[config.mk]
export PLATFORM = sky130hd
export DESIGN_NAME = ahbl_uart_rx
export DESIGN_NICKNAME = d
export VERILOG_FILES = /design/src/rtl/uart_rx_pkg.sv /design/src/rtl/uart_rx_fifo.sv /design/src/rtl/ahbl_uart_rx.sv
export SDC_FILE = /design/constraint.sdc
export NUM_CORES = 1
export LEC_CHECK = 0
export CORE_ASPECT_RATIO = 0.5
export CORE_UTILIZATION = 60
export DETAILED_ROUTE_END_ITERATION = 10
export PLACE_DENSITY_LB_ADDON = 0.15
export SLEW_MARGIN = 20
export SYNTH_ARGS = -nofsm -noshare
export SYNTH_HDL_FRONTEND = slang
export SYNTH_HIERARCHICAL = 1
export SYNTH_SLANG_ARGS = --single-unit
[constraint.sdc]
create_clock -name HCLK -period 6.45 [get_ports HCLK]
set_input_delay 1.29 -clock HCLK [delete_from_list [all_inputs] [get_ports HCLK]]
set_output_delay 1.29 -clock HCLK [all_outputs]
set_load 0.02 [all_outputs]
[src/rtl/uart_rx_pkg.sv]
// Shared definitions for the AHB-Lite UART receiver: register offsets,
// receive FSM encoding and oversampling constants.
package uart_rx_pkg;

  localparam logic [1:0] DATA_OFF   = 2'd0;
  localparam logic [1:0] STATUS_OFF = 2'd1;
  localparam logic [1:0] CTRL_OFF   = 2'd2;
  localparam logic [1:0] PRESC_OFF  = 2'd3;

  localparam int OVERSAMPLE = 16;
  localparam logic [3:0] MID_TICK  = 4'(OVERSAMPLE / 2 - 1);
  localparam logic [3:0] LAST_TICK = 4'(OVERSAMPLE - 1);

  typedef enum logic [2:0] {
    ST_IDLE  = 3'd0,
    ST_START = 3'd1,
    ST_DATA  = 3'd2,
    ST_STOP  = 3'd3,
    ST_BREAK = 3'd4
  } rx_state_e;

endpackage

[src/rtl/uart_rx_fifo.sv]
// Byte FIFO for received characters. Pointers carry one extra wrap bit so
// full and empty are distinguished by the pointer difference.
module uart_rx_fifo #(
  parameter int DEPTH = 16
) (
  input  logic                     clk_i,
  input  logic                     rst_ni,
  input  logic                     push_i,
  input  logic                     pop_i,
  input  logic [7:0]               din_i,
  output logic [7:0]               dout_o,
  output logic                     full_o,
  output logic                     empty_o,
  output logic [$clog2(DEPTH):0]   level_o
);

  localparam int AW    = $clog2(DEPTH);
  localparam int LVL_W = AW + 1;

  logic [7:0]  mem_q [DEPTH];
  logic [AW:0] wr_ptr_q, rd_ptr_q;
  logic        do_push_s, do_pop_s;

  assign level_o = wr_ptr_q - rd_ptr_q;
  assign full_o  = (level_o == LVL_W'(DEPTH));
  assign empty_o = (level_o == '0);
  assign dout_o  = mem_q[rd_ptr_q[AW-1:0]];

  // A push into a full FIFO only succeeds when a pop frees the head slot this cycle.
  assign do_pop_s  = pop_i & ~empty_o;
  assign do_push_s = push_i & (~full_o | do_pop_s);

  always_ff @(posedge clk_i or negedge rst_ni) begin
    if (!rst_ni) begin
      wr_ptr_q <= '0;
      rd_ptr_q <= '0;
    end else begin
      if (do_push_s) wr_ptr_q <= wr_ptr_q + 1'b1;
      if (do_pop_s)  rd_ptr_q <= rd_ptr_q + 1'b1;
    end
  end

  always_ff @(posedge clk_i) begin
    if (do_push_s) mem_q[wr_ptr_q[AW-1:0]] <= din_i;
  end

endmodule

[src/rtl/ahbl_uart_rx.sv]
// AHB-Lite UART receiver: 8N1 deserialiser with 16x oversampling, receive
// FIFO, sticky error flags and a level interrupt.
module ahbl_uart_rx
  import uart_rx_pkg::*;
#(
  parameter int DEPTH   = 16,
  parameter int PRESC_W = 16
) (
  input  logic        HCLK,
  input  logic        HRESETn,
  input  logic        HSEL,
  input  logic [31:0] HADDR,
  input  logic [1:0]  HTRANS,
  input  logic [2:0]  HSIZE,
  input  logic        HWRITE,
  input  logic        HREADY,
  input  logic [31:0] HWDATA,
  output logic        HREADYOUT,
  output logic [31:0] HRDATA,
  input  logic        rx,
  output logic        IRQ
);

  logic               ap_valid_q, ap_write_q;
  logic [1:0]         ap_addr_q;
  logic               en_q, ie_q, oe_q, fe_q, irq_q;
  logic [PRESC_W-1:0] presc_q, tick_cnt_q;
  logic               rx_meta_q, rx_s_q;
  rx_state_e          state_q;
  logic [3:0]         cnt4_q;
  logic [2:0]         bit_q;
  logic [7:0]         shreg_q;

  logic wr_s, rd_s, pop_s, ctrl_wr_s, presc_wr_s, status_wr_s;
  logic tick_s, stop_sample_s, push_s, oe_set_s, fe_set_s;
  logic [7:0] fifo_dout_s;
  logic fifo_full_s, fifo_empty_s;
  logic [$clog2(DEPTH):0] level_s;
  logic [31:0] hrdata_s;
  logic unused_s;

  assign unused_s    = ^{HSIZE, HADDR, HWDATA};
  assign HREADYOUT   = 1'b1;
  assign HRDATA      = hrdata_s;
  assign IRQ         = irq_q;

  assign wr_s        = ap_valid_q & ap_write_q;
  assign rd_s        = ap_valid_q & ~ap_write_q;
  assign pop_s       = rd_s & (ap_addr_q == DATA_OFF);
  assign ctrl_wr_s   = wr_s & (ap_addr_q == CTRL_OFF);
  assign presc_wr_s  = wr_s & (ap_addr_q == PRESC_OFF);
  assign status_wr_s = wr_s & (ap_addr_q == STATUS_OFF);

  assign tick_s        = en_q & (tick_cnt_q == presc_q);
  assign stop_sample_s = (state_q == ST_STOP) & tick_s & (cnt4_q == LAST_TICK);
  assign push_s        = stop_sample_s & rx_s_q;
  assign fe_set_s      = stop_sample_s & ~rx_s_q;
  assign oe_set_s      = push_s & fifo_full_s & ~pop_s;

  uart_rx_fifo #(.DEPTH(DEPTH)) u_fifo (
    .clk_i   (HCLK),
    .rst_ni  (HRESETn),
    .push_i  (push_s),
    .pop_i   (pop_s),
    .din_i   (shreg_q),
    .dout_o  (fifo_dout_s),
    .full_o  (fifo_full_s),
    .empty_o (fifo_empty_s),
    .level_o (level_s)
  );

  // Read mux, driven only during a read data phase
  always_comb begin
    hrdata_s = 32'd0;
    if (rd_s) begin
      case (ap_addr_q)
        DATA_OFF:   hrdata_s[7:0] = fifo_empty_s ? 8'd0 : fifo_dout_s;
        STATUS_OFF: hrdata_s[15:0] = {8'(level_s), 4'd0, fe_q, oe_q, fifo_full_s, ~fifo_empty_s};
        CTRL_OFF:   hrdata_s[1:0] = {ie_q, en_q};
        PRESC_OFF:  hrdata_s[PRESC_W-1:0] = presc_q;
        default:    hrdata_s = 32'd0;
      endcase
    end else begin
      hrdata_s = 32'd0;
    end
  end

  // Address-phase capture, bus registers, sticky flags and interrupt
  always_ff @(posedge HCLK or negedge HRESETn) begin
    if (!HRESETn) begin
      ap_valid_q <= 1'b0;
      ap_write_q <= 1'b0;
      ap_addr_q  <= 2'd0;
      en_q       <= 1'b0;
      ie_q       <= 1'b0;
      presc_q    <= '0;
      oe_q       <= 1'b0;
      fe_q       <= 1'b0;
      irq_q      <= 1'b0;
    end else begin
      ap_valid_q <= HSEL & HTRANS[1] & HREADY;
      if (HSEL & HTRANS[1] & HREADY) begin
        ap_write_q <= HWRITE;
        ap_addr_q  <= HADDR[3:2];
      end
      if (ctrl_wr_s) begin
        en_q <= HWDATA[0];
        ie_q <= HWDATA[1];
      end
      if (presc_wr_s) presc_q <= HWDATA[PRESC_W-1:0];
      // A new error in the same cycle as its W1C clear keeps the flag set.
      oe_q  <= oe_set_s | (oe_q & ~(status_wr_s & HWDATA[2]));
      fe_q  <= fe_set_s | (fe_q & ~(status_wr_s & HWDATA[3]));
      irq_q <= ie_q & (~fifo_empty_s | oe_q | fe_q);
    end
  end

  // Input synchroniser and baud tick prescaler
  always_ff @(posedge HCLK or negedge HRESETn) begin
    if (!HRESETn) begin
      rx_meta_q  <= 1'b1;
      rx_s_q     <= 1'b1;
      tick_cnt_q <= '0;
    end else begin
      rx_meta_q <= rx;
      rx_s_q    <= rx_meta_q;
      if (!en_q || presc_wr_s || tick_s) tick_cnt_q <= '0;
      else                               tick_cnt_q <= tick_cnt_q + 1'b1;
    end
  end

  // Receive FSM: start validation at mid-bit, then one sample per 16 ticks
  always_ff @(posedge HCLK or negedge HRESETn) begin
    if (!HRESETn) begin
      state_q <= ST_IDLE;
      cnt4_q  <= 4'd0;
      bit_q   <= 3'd0;
      shreg_q <= 8'd0;
    end else if (!en_q) begin
      state_q <= ST_IDLE;
      cnt4_q  <= 4'd0;
    end else begin
      case (state_q)
        ST_IDLE: begin
          cnt4_q <= 4'd0;
          if (!rx_s_q) state_q <= ST_START;
        end
        ST_START: begin
          if (tick_s) begin
            if (cnt4_q == MID_TICK) begin
              state_q <= rx_s_q ? ST_IDLE : ST_DATA;
              cnt4_q  <= 4'd0;
              bit_q   <= 3'd0;
            end else begin
              cnt4_q <= cnt4_q + 4'd1;
            end
          end
        end
        ST_DATA: begin
          if (tick_s) begin
            cnt4_q <= cnt4_q + 4'd1;
            if (cnt4_q == LAST_TICK) begin
              shreg_q <= {rx_s_q, shreg_q[7:1]};
              bit_q   <= bit_q + 3'd1;
              if (bit_q == 3'd7) state_q <= ST_STOP;
            end
          end
        end
        ST_STOP: begin
          if (tick_s) begin
            cnt4_q <= cnt4_q + 4'd1;
            if (cnt4_q == LAST_TICK) state_q <= rx_s_q ? ST_IDLE : ST_BREAK;
          end
        end
        ST_BREAK: begin
          if (rx_s_q) state_q <= ST_IDLE;
        end
        default: state_q <= ST_IDLE;
      endcase
    end
  end

endmodule

Word-level counts from Yosys, hierarchy flattened. Memories as Yosys holds them, arrays and structs flattened. Index checks and enable logic that the tools add are counted.

Output and inout bits: 34. Memories: 1. Flip-flop bits (word level): 71. Logic and storage cells: 129. Memory bits (writable): 128. Bits of input ports: 75.

Reduce and logical (&&, ||, !) cells: 12. Bitwise gates (word level): 34. Muxes and demuxes: 31. $add $sub $neg: 6. Eq/ne operators: 27.

Memories: u_fifo.mem_q (depth 16, bits a word 8, rd ports 1, clocked after memory_dff 0, wr ports 1, RTL line uart_rx_fifo.sv:20) `logic [7:0] mem_q [DEPTH];`.

Operators with widths (count): two-way mux 3 bit (15); two-way mux 16 bit (2); != test 3 bit, second input constant (8); AND 1 bit (22); case mux 6 bit (3 select lines) (1); adder 16 x 1 -> 16 bit, second input constant (1); equality test 16 bit (1); two-way mux 4 bit (4); case mux 8 bit (2 select lines) (1); case mux 3 bit (5 select lines) (1); case mux 4 bit (3 select lines) (1); adder 5 x 1 -> 5 bit, second input constant (2); AND reduction 9 bit (1); two-way mux 8 bit (1); != test 2 bit, second input constant (4); case mux 2 bit (4 select lines) (1); NOT 1 bit (7); equality test 3 x 2 -> 1 bit, second input constant (2); equality test 3 bit, second input constant (2); != test 3 x 2 -> 1 bit, second input constant (2); case mux 3 bit (2 select lines) (1); AND reduction 6 bit (1); equality test 5 bit, second input constant (1); zero test 5 bit (1); other kinds (20) (27).

Depth between registers and ports, before layout.
Depth in word-level cells: 8. Gate-level depth with buffers: 12. Mapped depth without buffers: 11.

Hierarchy. The synthesis kept the hierarchy.

By module, submodules not included: uart_rx_fifo (times used 1, sequential area each 4093.9 um^2, cells each 314, area each 5706.7 um^2); ahbl_uart_rx (times used 1, sequential area each 1529.0 um^2, cells each 320, area each 3352.0 um^2).

Worst setup path after synthesis. Ideal clock, no wire load.

Path kind: reg-to-output. Start: reg u_fifo.rd_ptr_q[2]. End: out HRDATA[0]. Required time: 5.160 ns. Buffers on the path: 3. Data arrival time: 3.301 ns. Setup slack: 1.859 ns. Stages on the path, launching flop included: 11. Cell sequence: dfrtp_1 buf_2 buf_2 buf_2 clkinv_1 ha_1 xor2_2 and4b_4 o22ai_2 inv_1 a2111oi_0.

Cells in the longest elaborated chain, start to end: 5. Elaborated cells between the ends (all ways): 7. Classes of those cells: add/sub (1); mux (3); bitwise (1); reduce/logical (1); memory (1).

RTL lines: from (decl) (RTL line uart_rx_fifo.sv:21) `logic [AW:0] wr_ptr_q, rd_ptr_q;`; from (signal assigned) (RTL line uart_rx_fifo.sv:39) `if (do_pop_s) rd_ptr_q <= rd_ptr_q + 1'b1;`; subtractor 5 bit * (RTL line uart_rx_fifo.sv:24) `assign level_o = wr_ptr_q - rd_ptr_q;`; via level_s[2] (RTL line ahbl_uart_rx.sv:38) `logic [$clog2(DEPTH):0] level_s;`; zero test 5 bit * (RTL line uart_rx_fifo.sv:26) `assign empty_o = (level_o == '0);`; via fifo_empty_s (RTL line ahbl_uart_rx.sv:37) `logic fifo_full_s, fifo_empty_s;`; two-way mux 8 bit / NOT 1 bit (equally long branches) (RTL line ahbl_uart_rx.sv:77, ahbl_uart_rx.sv:78); case mux 2 bit (4 select lines) * (RTL line ahbl_uart_rx.sv:76) `case (ap_addr_q)`; two-way mux 16 bit * (RTL line ahbl_uart_rx.sv:75) `if (rd_s) begin`; to (decl) (RTL line ahbl_uart_rx.sv:19) `output logic [31:0] HRDATA,`.

Mark *: on every way through the listed nets, which the timed path passes. The rest lies on a longest branch.

Worst setup path in the final report.
Start: reg u_fifo.rd_ptr_q[3]. End: out HRDATA[3].

Cells in the longest elaborated chain, start to end: 5. Elaborated cells between the ends (all ways): 6. Classes of those cells: add/sub (1); mux (3); reduce/logical (1); memory (1).

RTL lines: subtractor 5 bit (RTL line uart_rx_fifo.sv:24); zero test 5 bit (RTL line uart_rx_fifo.sv:26); via fifo_empty_s (RTL line ahbl_uart_rx.sv:37); two-way mux 8 bit (RTL line ahbl_uart_rx.sv:77) `DATA_OFF: hrdata_s[7:0] = fifo_empty_s ? 8'd0 : fifo_dout_s;`; case mux 6 bit (3 select lines) (RTL line ahbl_uart_rx.sv:76); two-way mux 16 bit (RTL line ahbl_uart_rx.sv:75).

The timed path passes the listed nets, and every way through them passes these cells.

==> reports/results.ini <==
[synthesis]
syn_area_um2 = 9060
synthArstFlopShare_pct = 35.7
ys_types = 62
synth_common_cells = edfxtp_1 (128), dfrtp_1 (69), nor2_1 (51)
synth_top_cell_by_area = edfxtp_1
synth-seq-cells = 199
synthesis.instances = 634
seq_area_frac_synth_pct = 62.1
netlist.area_leader.share_pct = 42.4
yosysWarnings = 6
synth_edf_count = 128
yosysMostFrequentCell = edfxtp_1
synthFlopType = edfxtp_1
avgSynthCellArea_um2 = 14.3
synthTopCellsByArea = edfxtp_1 (42%), dfrtp_1 (19%), mux4_2 (8.0%)

[detailed_routing]
drtPass1Iterations = 7
wl_per_cell_um = 20.4
finalWirelength_mm = 18.0
drtAntennaViolNets = 0
vias = 5251
viasPerCell = 5.96
drt_iter0_drc = 387
drcViolationCount = 0

[timing]
period_needed_ps = 5500
fmax_ghz = 0.182
final-setup-viol-count = 0
fin_setup_tns_ps = 0
max-slew-margin-rel_pct = 38.5
finClkSkew_ps = 16.8
worst_slack_ps = 949
drv_slew = 0
finalHoldViolCount = 0
worst_pin_slew_ps = 922
post-route-period-util_pct = 85.3
whs_ps = 359
rsz0062_at_grt = false

[power]
p_clk_share_pct = 37.9
p_leak_nw = 3.49
internal-power_mw = 2.05
ir_drop_mv = 0.191
swShare_pct = 26.5
pwr-share-seq_pct = 53.3
power.total_mw = 2.79
pwr_density_cell_nw_per_um2 = 275
p_sw_mw = 0.741
p_comb_share_pct = 8.9

[setup_path]
critical_path_class = reg2out
cp.arrival_ps = 4210
critPathMaxFanout = 11
worstPathRequired_ps = 5160
worst_setup_path_end_kind = output pin
cp-start-kind = flop
rr_worst_depth = 7

[placement]
portBuffers = 41
dp_cells = 849
dp_slack_ps = 1450
hpwl_mm = 11.7
gp_congestion = 0.882

[clock_tree]
cts_made_buffers = 17
cts_sinks = 199
post_cts_buffers = 0
ctsHoldBuffers = 0
ctsRootBufferMaster = clkbuf_16
cts_tree = built
clock_latency_ps = 440
path_clk_slew_ps = 80
cts_buffer_depth = 2
cts_max_level = 4
cts_resized = 0

[floorplanning]
coreArea_um2 = 14600
initial_core_util_pct = 62.1
die_area_um2 = 15600
chipWidth_um = 176
ios = 109
die_h_um = 88.9
num_rows = 31

[grt]
grt_max_degree = 72
grt-ovfl-total = 0
grt_pass1_vias = 5056
antenna_found_initial = 0
track_usage_pct = 24.5
grt_pass1_wl_mm = 27.6

[status]
status = completed

[cells_and_area]
drive_gt1_share_pct = 16.7
antennaDiodeCount = 0
area_delta_synth_final_pct = 12.1
final_net_count = 759
multi_input_area_um2 = 3160
final_cell_count_no_fill = 881
fillers = 948
ff_latch_area_um2 = 5620

[hold_path]
holdPathStages = 0
hp-class = reg2reg

[flow_run]
maxCapViolations = 0

## path summary, 6_finish.rpt
path,startpoint,slack [ps],end
setup reg to reg,presc_q[9],2720,u_fifo/mem_q[13][3]
hold reg to reg,rx_meta_q,360,rx_s_q
hold / removal,rx_meta_q,360,rx_s_q
setup / recovery,u_fifo/rd_ptr_q[3],950,HRDATA[3]
max in group asynchronous,HRESETn,4820,u_fifo/rd_ptr_q[0]
min in group asynchronous,HRESETn,990,cnt4_q[1]
## logic make-up after synthesis
| kind of cell | after synthesis | share of synthesized area (%) |
|---|---|---|
| muxes | 72 | 13.2 |
| and+or+nand+nor | 193 | 10.6 |
| other | 2 | 0.0829 |
| xor gates and xnor gates | 42 | 4.14 |
| adders and majority gates | 14 | 2.02 |
| DFF | 199 | 62.1 |
| AOI/OAI and AO/OA | 47 | 4.14 |
| buffers and inverters | 65 | 3.76 |
## placed cells by master, fill, tap and decap left out, drive strengths merged, types with 6 or more instances in the layout
cell,count
clkinv,9
mux2i,6
nor3,9
edfxtp,128
xnor2,17
a31oi,9
dfrtp,69
ha,13
mux2,34
nand2,51
conb,17
and3,21
mux4,32
clkbuf,18
xor2,25
buf,6
nand3,24
inv,25
nor2,51
a22oi,6
clkdlybuf4s50,40
## metrics by stage
| stage | util (%) | area (µm²) |
|---|---|---|
| after CTS | 69.6 | 10200 |
| after floorplan | - | 9110 |
| after global routing | 69.6 | 10200 |
| after detailed placement | 65.5 | 9550 |
| final | 69.6 | 10200 |
| after global placement | 65.5 | 9550 |
## routing by layer
metal,wire (µm),vias up,GRT usage [%]
met2,8580,184,38.8
met5,0,-,0
li1,-,2393,-
met4,254,0,8.22
met3,1160,21,7.30
met1,7990,2653,33.1
## critical path: stages (launching register included)
cell	delay (ps)
dfrtp_1	560
inv_1	240
ha_1	410
a21oi_1	310
a21oi_1	170
o22ai_2	300
inv_1	130
nor3_1	670
a22oi_1	190
nor2_1	160
clkdlybuf4s50_1	630
## power by group through the flow
stage | clock network (mW) | logic, mW | registers (mW)
3_3_place_gp | 0 | 0.243 | 1.51
6_report | 1.06 | 0.248 | 1.49
5_1_grt | 1.13 | 0.275 | 1.50
3_5_place_dp | 0 | 0.247 | 1.51
4_1_cts | 1.08 | 0.249 | 1.49
2_1_floorplan | 0 | 0.208 | 1.48
## registers in the layout, summed over array words and instances, names as in the netlist, 2 cells and up
signal and count:
bit_q 3, u_fifo/rd_ptr_q 5, presc_q 16, cnt4_q 4, shreg_q 8, ap_addr_q 2, state_q 3, u_fifo/mem_q 128
u_fifo/wr_ptr_q 5, tick_cnt_q 16
## area by class of cell
class / count / share of cell area [%]
inverters: 21 / 0.776
multi-input cells: 385 / 31.1
clock inverters: 14 / 1.71
repair buffers: 46 / 4.39
well taps: 198 / 2.44
clock buffers: 18 / 4.23
flip-flops and latches: 199 / 55.4
(Power assumes the default switching activity.)
